`config.mk`:
```
export PLATFORM = sky130hd
export DESIGN_NAME = tap_mac_stage
export DESIGN_NICKNAME = d
export VERILOG_FILES = /design/src/rtl/tap_mac_pkg.sv /design/src/rtl/tap_mac_mul.sv /design/src/rtl/tap_mac_stage.sv
export SDC_FILE = /design/constraint.sdc
export NUM_CORES = 1
export LEC_CHECK = 0
export ABC_AREA = 1
export BUFFER_PORTS_ARGS = -buffer_cell sky130_fd_sc_hd__buf_4
export CAP_MARGIN = 15
export CORE_ASPECT_RATIO = 0.5
export CORE_MARGIN = 5
export CORE_UTILIZATION = 60
export DETAILED_ROUTE_END_ITERATION = 8
export PLACE_DENSITY = 0.85
export SYNTH_ARGS = -nofsm -noshare
export SYNTH_HDL_FRONTEND = slang
export SYNTH_SLANG_ARGS = --single-unit
```
`constraint.sdc`:
```
create_clock -name clk -period 6.2 [get_ports clk]
set_clock_uncertainty 0.2 [all_clocks]
set_input_delay 0.31 -clock clk [delete_from_list [all_inputs] [get_ports clk]]
set_output_delay 0.31 -clock clk [all_outputs]
set_load 0.05 [all_outputs]
```
`src/rtl/tap_mac_pkg.sv`:
```
// Shared widths and types for the four-tap multiply-accumulate stage.
package tap_mac_pkg;
    localparam int TAP_W  = 8;
    localparam int COEF_W = 8;
    localparam int PROD_W = 17;
    localparam int SUM_W  = 18;
    localparam int OUT_W  = 16;
    localparam int N_TAPS = 4;

    typedef logic signed [COEF_W-1:0] coef_arr_t [N_TAPS];
endpackage

```
`src/rtl/tap_mac_mul.sv`:
```
// Registered unsigned-tap by signed-coefficient product.
module tap_mac_mul
    import tap_mac_pkg::*;
(
    input  logic                     clk,
    input  logic                     en,
    input  logic [TAP_W-1:0]         tap,
    input  logic signed [COEF_W-1:0] coef,
    output logic signed [PROD_W-1:0] prod
);
    logic signed [PROD_W-1:0] a;
    logic signed [PROD_W-1:0] b;

    assign a = {{(PROD_W-TAP_W){1'b0}}, tap};
    assign b = {{(PROD_W-COEF_W){coef[COEF_W-1]}}, coef};

    always_ff @(posedge clk) begin
        if (en) begin
            prod <= a * b;
        end
    end
endmodule

```
`src/rtl/tap_mac_stage.sv`:
```
// Two-stage 4-tap MAC with whole-pipeline stall and sticky overflow.
// Define TAP_MAC_SAT_EN to saturate out-of-range results instead of wrapping.
module tap_mac_stage
    import tap_mac_pkg::*;
#(
    parameter int RSHIFT = 0
) (
    input  logic                     clk,
    input  logic                     reset,
    input  logic                     in_valid,
    output logic                     in_ready,
    input  logic [TAP_W-1:0]         tap0,
    input  logic [TAP_W-1:0]         tap1,
    input  logic [TAP_W-1:0]         tap2,
    input  logic [TAP_W-1:0]         tap3,
    input  logic                     coef_wr,
    input  logic [1:0]               coef_sel,
    input  logic signed [COEF_W-1:0] coef_data,
    output logic                     out_valid,
    input  logic                     out_ready,
    output logic signed [OUT_W-1:0]  out_data,
    output logic                     ovf
);
    localparam logic signed [SUM_W-1:0] MAXV = 18'sd32767;
    localparam logic signed [SUM_W-1:0] MINV = -18'sd32768;

    logic [TAP_W-1:0]         tap_v [N_TAPS];
    logic signed [PROD_W-1:0] prod  [N_TAPS];
    coef_arr_t                coef;
    logic                     advance;
    logic                     v1;
    logic signed [SUM_W-1:0]  sum_c;
    logic signed [SUM_W-1:0]  shifted;
    logic                     oor;
    logic signed [OUT_W-1:0]  narrow;

    assign tap_v[0] = tap0;
    assign tap_v[1] = tap1;
    assign tap_v[2] = tap2;
    assign tap_v[3] = tap3;

    assign advance  = !out_valid || out_ready;
    assign in_ready = advance;

    // Products read the registered coefficients, so a same-cycle write is seen next sample.
    for (genvar i = 0; i < N_TAPS; i++) begin : g_mul
        tap_mac_mul u_mul (
            .clk  (clk),
            .en   (advance && in_valid),
            .tap  (tap_v[i]),
            .coef (coef[i]),
            .prod (prod[i])
        );
    end

    always_ff @(posedge clk) begin
        if (reset) begin
            coef[0] <= 8'sd1;
            for (int i = 1; i < N_TAPS; i++) begin
                coef[i] <= '0;
            end
        end else if (coef_wr) begin
            coef[coef_sel] <= coef_data;
        end
    end

    always_comb begin
        sum_c = '0;
        for (int i = 0; i < N_TAPS; i++) begin
            sum_c = sum_c + {{(SUM_W-PROD_W){prod[i][PROD_W-1]}}, prod[i]};
        end
        shifted = sum_c >>> RSHIFT;
        oor     = (shifted > MAXV) || (shifted < MINV);
`ifdef TAP_MAC_SAT_EN
        if (oor) begin
            narrow = shifted[SUM_W-1] ? 16'sh8000 : 16'sh7fff;
        end else begin
            narrow = shifted[OUT_W-1:0];
        end
`else
        narrow = shifted[OUT_W-1:0];
`endif
    end

    always_ff @(posedge clk) begin
        if (reset) begin
            v1        <= 1'b0;
            out_valid <= 1'b0;
            out_data  <= '0;
            ovf       <= 1'b0;
        end else if (advance) begin
            v1        <= in_valid;
            out_valid <= v1;
            if (v1) begin
                out_data <= narrow;
                if (oor) begin
                    ovf <= 1'b1;
                end
            end
        end
    end
endmodule

```
Yosys cells after proc, flatten, opt, wreduce, memory -nomap -nowiden. Memories as Yosys holds them, arrays and structs flattened. Index checks and enable logic that the tools add are counted.

Flip-flop bits (word level): 87. Memory bits (writable): 32. Bits of input ports: 47. Output and inout bits: 19. Memories kept: 1.

$add $sub $neg: 3. Multiply operators: 4. Order comparisons: 2. Multiplexer cells: 8. Reductions and logical operators: 7.

Memory list: coef (words 4, bits a word 8, rd ports 4, clocked after Yosys merged registers in 0, write ports 4, RTL line tap_mac_stage.sv:29) `coef_arr_t coef;`.

Operators by type and width (count): 9-bit by 8-bit multiplier with 17-bit output (4); 18-bit adder (2); 17-bit by 17-bit adder with 18-bit output (1); 18-bit by 16-bit greater-than comparator with 1-bit output (second input constant) (1); 18-bit by 16-bit < comparator with 1-bit output (second input constant) (1); 8-bit 2-to-1 mux (1); 8-bit OR reduction (1); 1-bit 2-to-1 mux (6); 3-bit AND reduction (1); 1-bit logical OR (2); 2-bit 2-to-1 mux (1); 2-bit AND reduction (1); 1-bit logical AND (1); 1-bit logical NOT (1).

Longest topological paths before layout. Gate-level depths: netlist of the first run.

Word-level depth: 6. Mapped depth: 22.

Hierarchy. Synthesis of the first run repeated with hierarchy kept, for this count alone.

Cell total of the unflattened synthesis: 2058. Area, all modules: 15977.8 um2.

Modules (own cells, without submodules): tap_mac_mul (g_mul[0].u_mul ...) (instances 2, cells each 399, area an instance 3017.9 um2, seq. area each 510.5 um2); tap_mac_stage (instances 1, cells each 462, area an instance 3903.7 um2, seq. area each 1341.3 um2); tap_mac_mul (g_mul[3].u_mul) (instances 1, cells each 399, area an instance 3025.4 um2, seq. area each 510.5 um2); tap_mac_mul (g_mul[2].u_mul) (instances 1, cells each 399, area an instance 3012.9 um2, seq. area each 510.5 um2).

Worst setup path after synthesis of the first run. OpenSTA, ideal clock, no wires.

Path type: input -> register. From: in tap0[0]. To: reg g_mul[0].u_mul.prod[14] (data pin). Library setup time: 0.259 ns. Arrival time: 3.958 ns. Path slack: 1.783 ns. Stages: 13. Buffers on the path: 1. Cells stage by stage: clkbuf_1 or2_2 fa_1 fa_1 inv_1 fa_1 fa_1 ha_1 a21o_1 a31oi_2 o21bai_1 a31oi_1 xnor2_1.

Cells in the longest elaborated chain, start to end: 1.

Ends and longest elaborated chain: start, declared (RTL line tap_mac_stage.sv:12) `input logic [TAP_W-1:0] tap0,`; 9-bit by 8-bit multiplier with 17-bit output (RTL line tap_mac_mul.sv:19) `prod <= a * b;`; end signal, assigned (RTL line tap_mac_mul.sv:19); end, declared (RTL line tap_mac_mul.sv:9) `output logic signed [PROD_W-1:0] prod`.

No other way between the ends. A chain may end at the register's enable or synchronous reset.

==> results of run 1 <==
tightest hold or removal path, cell delays in order:
cell and delay [ps]:
buf_4 90, inv_1 60, nand3_1 90
power by group through the flow:
stage                     registers (W)  logic (W)  clock network [W]
final                           0.00136    0.00635           0.000995
after detailed placement        0.00137    0.00605                  0
after floorplan                 0.00144    0.00461                  0
after global routing            0.00137    0.00716            0.00103
after CTS                       0.00135    0.00624           0.000991
after global placement          0.00136    0.00587                  0
state kept, by name, indices dropped and copies added (netlist names):
register,flops
ovf,1
coef,32
out_data,16
out_valid,1
v1,1
g_mul.u_mul.prod,68
repair_timing:
action / CTS / global route
setup endpoints to repair: 0 / 0
hold buffers: 4 / 0
hold endpoints to repair: 4 / 0
cells in the final DEF (no fill, tap or decap), types with 6 or more instances in the layout:
| cell type | Yosys | routed |
|---|---|---|
| a21oi_1 | 56 | 56 |
| a31oi_1 | 6 | 6 |
| buf_4 | 0 | 67 |
| clkbuf_16 | 0 | 17 |
| dfxtp_1 | 19 | 19 |
| edfxtp_1 | 100 | 100 |
| fa_1 | 182 | 182 |
| ha_1 | 189 | 189 |
| inv_1 | 506 | 505 |
| nand2_1 | 362 | 362 |
| nand3_1 | 32 | 32 |
| nor2_1 | 65 | 65 |
| nor3_1 | 13 | 13 |
| o21ai_0 | 27 | 27 |
| or2_2 | 24 | 24 |
| xnor2_1 | 22 | 22 |
| xor2_1 | 39 | 39 |
metal layers:
| metal | wire, µm | share of wire | track usage | up-vias |
|---|---|---|---|---|
| li1 | - | - | - | 5259 |
| met1 | 13900 | 0.42 | 0.336 | 5374 |
| met2 | 15100 | 0.46 | 0.395 | 483 |
| met3 | 3080 | 0.093 | 0.0568 | 76 |
| met4 | 1060 | 0.032 | 0.0844 | 0 |
| met5 | 0 | 0 | 0 | - |
cells by family after synthesis:
kind of cell | after synthesis
AO/OA/AOI/OAI | 118
XOR/XNOR | 61
buffers and inverters | 574
adder cells (fa/ha/maj) | 371
flip-flops | 119
AND/OR/NAND/NOR | 508
final cells by class:
type                       count  area [µm²]
clock buffer                  17         425
clock inverter                14         149
fill                        1733        8060
inverter                     508        1910
multi-input combinational   1058        9280
sequential                   119        3380
tap                          336         420
timing repair buffer          73         553
path summary, 6_finish.rpt:
kind	endpoint	slack (ps)	from
max	g_mul[2].u_mul.prod[14]	1420	coef[2][0]
min reg2reg	out_valid	280	v1
min	coef[0][0]	30	coef_sel[0]
max reg2reg	g_mul[2].u_mul.prod[14]	1420	coef[2][0]
metrics by stage:
step	cells	hold WS (ps)	total power, W	worst slack (ps)	utilization
after global placement	2088	253	0.00723	1710	0.641
after global routing	2125	38.5	0.00957	1200	0.667
after detailed placement	2088	254	0.00742	1480	0.641
after floorplan	1751	179	0.00605	1780	-
after CTS	2123	18.8	0.00858	1430	0.666
final	2125	27.5	0.00870	1420	0.667
==> run metrics, run 1 <==
outcome finished clean; Max-slew headroom 0.402; htree depth 4; setup tns final 0 ps; fin nets 2195; Crit-path slowest cell edfxtp_1; starting density of the core 0.613; Worst path depth 15; drt wl/cell 15.6 µm; Total GRT Usage 0.247; Synth Net Count 2169; Die X 232 µm; HP Class in -> reg; DR iter-0 viols 1090; final wirelength 33.2 mm; number of distinct library cells after synthesis 34; final setup vio count 0; Synth Area in Compound Gates 0.0453; largest delay contributor family on the critical path adder cells; cell internal pwr 0.00420 W; ys flop type edfxtp_1; Fin. Hold Viols 0; Worst VDD drop 0.670 mV; Worst Hold Depth 3; vias 11200; CP dominant cell by count fa_1; Post-Synth XOR/XNOR Area 0.0361; Final period util 0.771; crit-path cells nand2_1 -> fa_1 -> fa_1 -> inv_1 -> fa_1 -> inv_1 -> fa_1 -> inv_1 -> ha_1 -> nand2_1 -> nor3_1 -> nor2_1 -> o21ai_0 -> a31oi_1 -> xor2_1; Synth Area in Adders 0.405; first drt pass iteration count 5; post-synthesis sequential area ratio 0.228; Mapped Avg Cell Area 8.46 µm²; final slew viol count 0; Slew @ Worst Pin 897 ps; share of cells above drive strength 1 0.0743; YS warnings 0; top-area cell type share of the netlist area 0.246; Placed Area 15500 µm²; sw frac 0.518; largest family of logic cells by synthesized area adder cells; CP Data Required Time 6170 ps; largest net degree at the start of global routing 69; PwrDens 540 nW/µm²; final instance area 16100 µm²; commonest cells in the netlist 506 x inv_1, 362 x nand2_1, 189 x ha_1; n_diodes 0; Post-synth EDFFs 100; slowest cell delay on critical path 540 ps; Detail Placement HPWL 26.1 mm; io pins 66; worst skew pair latency 440 ps; Residual DRC 0; crit start category flip-flop; post-synthesis mux area share 0; Worst EP arrival 4750 ps; Peak Freq 0.209 GHz; Comb pwr share 0.730; CTS Buf Count 17; Longest Clk Path Bufs 2; CTS tree done; post-CTS setup buffer count 0; sequential power share 0.156; clk slew on worst S/H paths 70 ps; WS Path Type reg -> reg; Final Critical Period 4780 ps; synthesized flop and latch total 119; area grow syn2layout 8.76%; gpl congestion 0.934; post-route ant nets 0; Buf/Inv on CP 3; Synth area leaders fa_1 25%, edfxtp_1 20%, ha_1 16%; synthesized instance count 1751; Psw 0.00451 W; quantity of gates resized following cts 0; first-pass GRT wire length 55.4 mm; # port buffers 65; Async S/R FF share, synth 0; crit path max fanout 8; global route overflow 0; r2r worst-path depth 15; crit end category flip-flop; Root Buffer clkbuf_16; Sink Count 119; FP Rows 40; Pleak 9.19 nW; overall die height 121 µm; cell taking the most area after synthesis fa_1; simple-gate share of the synthesized area 0.139; initial antenna violation count 0; vias per cell 5.27; Clk pwr share 0.114; Netlist Area Pre-Place 14800 µm²; die area 28100 µm²; vias in the first global route 11400; total of max-cap violations 0; RSZ-0062 raised after global routing false; Core Box Area 24200 µm²; cell with the most instances after synthesis inv_1
No activity file was read; power rests on OpenSTA's default activity.
==> run 2, diff against run 1 <==
clock period = 4.6 ns   (was 6.2 ns; I/O delays follow)
==> run metrics, run 2 (same netlist as run 1, synthesis figures left out) <==
first-pass GRT wire length 56.7 mm (was 55.4 mm); hold_ws 1.50 ps (was 27.5 ps); WS Path Type reg -> reg (unchanged); r2r worst-path depth 20 (was 15); vias per cell 5.36 (was 5.27); Hold Crit Start tap2[0] (was coef_sel[0]); Peak Freq 0.217 GHz (was 0.209 GHz); Crit-path slowest cell fa_1 (was edfxtp_1); fin nets 2224 (was 2195); Longest Clk Path Bufs 2 (unchanged); Final Critical Period 4620 ps (was 4780 ps); total of max-cap violations 0 (unchanged); outcome finished, violations left (was finished clean); first drt pass iteration count 6 (was 5); final worst setup slack -18.7 ps (was 1420 ps); Fin. Hold Viols 0 (unchanged); crit start category flip-flop (unchanged); RR Startpoint coef[3][2] (was coef[2][0]); global route overflow 0 (unchanged); R2R Path End g_mul[3].u_mul.prod[13] (was g_mul[2].u_mul.prod[14]); final wirelength 35.8 mm (was 33.2 mm); worst skew pair latency 440 ps (about the same); violated checks negative setup slack; post-route ant nets 0 (unchanged); Die X 232 µm (unchanged); n_diodes 0 (unchanged); htree depth 4 (unchanged); crit-path cells buf_4 -> nand2_1 -> inv_1 -> fa_1 -> inv_1 -> fa_1 -> fa_1 -> fa_1 -> inv_1 -> ha_2 -> a21oi_2 -> nand2_2 -> nand2_1 -> nand2_1 -> a21oi_2 -> o21ai_2 -> nand3_1 -> nand3_1 -> nand2_1 -> nand2_1 (was nand2_1 -> fa_1 -> fa_1 -> inv_1 -> fa_1 -> inv_1 -> fa_1 -> inv_1 -> ha_1 -> nand2_1 -> nor3_1 -> nor2_1 -> o21ai_0 -> a31oi_1 -> xor2_1); Buf/Inv on CP 4 (was 3); Design Power 0.0122 W (was 0.00870 W); hold path endpoint g_mul[2].u_mul.prod[0] (was coef[0][0]); Psw 0.00637 W (was 0.00451 W); Clk pwr share 0.103 (was 0.114); gpl congestion 0.958 (was 0.934); Detail Placement HPWL 27.1 mm (was 26.1 mm); vias 11500 (was 11200); Placed Area 15500 µm² (about the same); clk slew on worst S/H paths 60 ps (was 70 ps); Core Box Area 24200 µm² (unchanged); CP Data Required Time 4590 ps (was 6170 ps); crit end category flip-flop (unchanged); area grow syn2layout 11.5% (was 8.76%); Total GRT Usage 0.254 (was 0.247); Comb pwr share 0.747 (was 0.730); Pleak 9.32 nW (was 9.19 nW); slowest cell delay on critical path 590 ps (was 540 ps); CTS Buf Count 17 (unchanged); sequential power share 0.149 (was 0.156); largest delay contributor family on the critical path adder cells (unchanged); largest net degree at the start of global routing 44 (was 69); Sink Count 119 (unchanged); register area 3380 µm² (unchanged); FP Rows 40 (unchanged); post-route insts no fill 2155 (was 2125); Worst VDD drop 0.951 mV (was 0.670 mV); Most flops, register g_mul.u_mul.prod (unchanged); multi-input logic area 9490 µm² (was 9280 µm²); share of cells above drive strength 1 0.105 (was 0.0743); die area 28100 µm² (unchanged); max FFs per register 68 (unchanged); sw frac 0.521 (was 0.518); HP Class in -> reg (unchanged); drt wl/cell 16.6 µm (was 15.6 µm); RSZ-0062 raised after global routing true (was false); commonest non-fill, non-tap cell in the layout inv_1 (unchanged); initial antenna violation count 0 (unchanged); overall die height 121 µm (unchanged); Slew @ Worst Pin 979 ps (was 897 ps); Worst EP arrival 4610 ps (was 4750 ps); Max-slew headroom 0.347 (was 0.402); io pins 66 (unchanged); placed cells 2094 (was 2088); DR iter-0 viols 1128 (was 1090); starting density of the core 0.613 (unchanged); setup tns final -18.7 ps (was 0 ps); biggest regs g_mul.u_mul.prod: 68 flops, coef: 32 flops, out_data: 16 flops (unchanged); CTS tree done (unchanged); final instance area 16500 µm² (was 16100 µm²); # port buffers 65 (unchanged); Root Buffer clkbuf_16 (unchanged); final slew viol count 0 (unchanged); vias in the first global route 11800 (was 11400); Final period util 1.00 (was 0.771); Filler cells 1666 (was 1733); crit path max fanout 4 (was 8); final setup vio count 1 (was 0); CP dominant cell by count nand2_1 (was fa_1); PwrDens 740 nW/µm² (was 540 nW/µm²); cell internal pwr 0.00585 W (was 0.00420 W); Worst Hold Depth 3 (unchanged); commonest cells after routing, fill and taps aside 501 x inv_1, 359 x nand2_1, 181 x fa_1 (was 505 x inv_1, 362 x nand2_1, 189 x ha_1); r2r setup slk -20 ps (was 1420 ps); Residual DRC 0 (unchanged)
## run 2: cell types whose count changed in the layout (fill, tap and decap cells not counted), moves of 5 or more
| cell | previous run | this run |
|---|---|---|
| buf_4 | 67 | 91 |
| ha_1 | 189 | 179 |
| a21oi_1 | 56 | 48 |
| a21oi_2 | 0 | 7 |
| ha_4 | 0 | 6 |
| dlygate4sd3_1 | 4 | 9 |
## run 2: repair_timing
item	in CTS	in global routing
pin swaps	0	23
endpoints found under the hold margin	7	0
endpoints found under the setup margin	6	19
buffers inserted	4	14
hold buffers	9	0
gates resized for setup	5	41
## run 2: power groups by stage
stage                     logic, W  registers [W]  clock network [W]
after CTS                  0.00846        0.00182            0.00126
after global routing        0.0102        0.00185            0.00131
after global placement     0.00793        0.00182                  0
final                      0.00913        0.00183            0.00126
after detailed placement   0.00827        0.00184                  0
after floorplan            0.00621        0.00194                  0
## run 2: layer usage
metal,track usage,vias to the layer above,wire [µm],share of wire
met3,0.0542,128,3630,0.10
li1,-,5309,-,-
met1,0.332,5509,13700,0.38
met5,0,-,0,0
met4,0.112,0,1670,0.047
met2,0.414,603,16800,0.47
## run 2: how the worst max path moves through the flow
stage | endpoint | start | cells after the start
final | g_mul[3].u_mul.prod[13] | coef[3][2] | 20
after CTS | g_mul[1].u_mul.prod[13] | coef[1][2] | 15
after detailed placement | g_mul[3].u_mul.prod[13] | coef[3][2] | 19
after global placement | g_mul[1].u_mul.prod[16] | coef[1][7] | 16
after global routing | g_mul[3].u_mul.prod[16] | coef[3][2] | 16
after floorplan | g_mul[0].u_mul.prod[14] | coef[0][7] | 13
## run 2: final cells by class
type	instances	area share
well taps	336	0.0254
clock inverters	12	0.00636
multi-input cells	1058	0.574
repair buffers	102	0.0474
clock buffers	20	0.0264
flip-flops and latches	119	0.205
inverters	508	0.115
## run 2: through the flow
stage | worst slack, ps | utilization
final | -18.7 | 0.684
after global routing | -129 | 0.684
after CTS | 10.1 | 0.671
after detailed placement | -55.6 | 0.643
after global placement | 106 | 0.643
after floorplan | 231 | -
## run 2: tightest hold or removal path: stages
cell and delay [ps]:
buf_4 140, nand2_1 100, inv_1 70
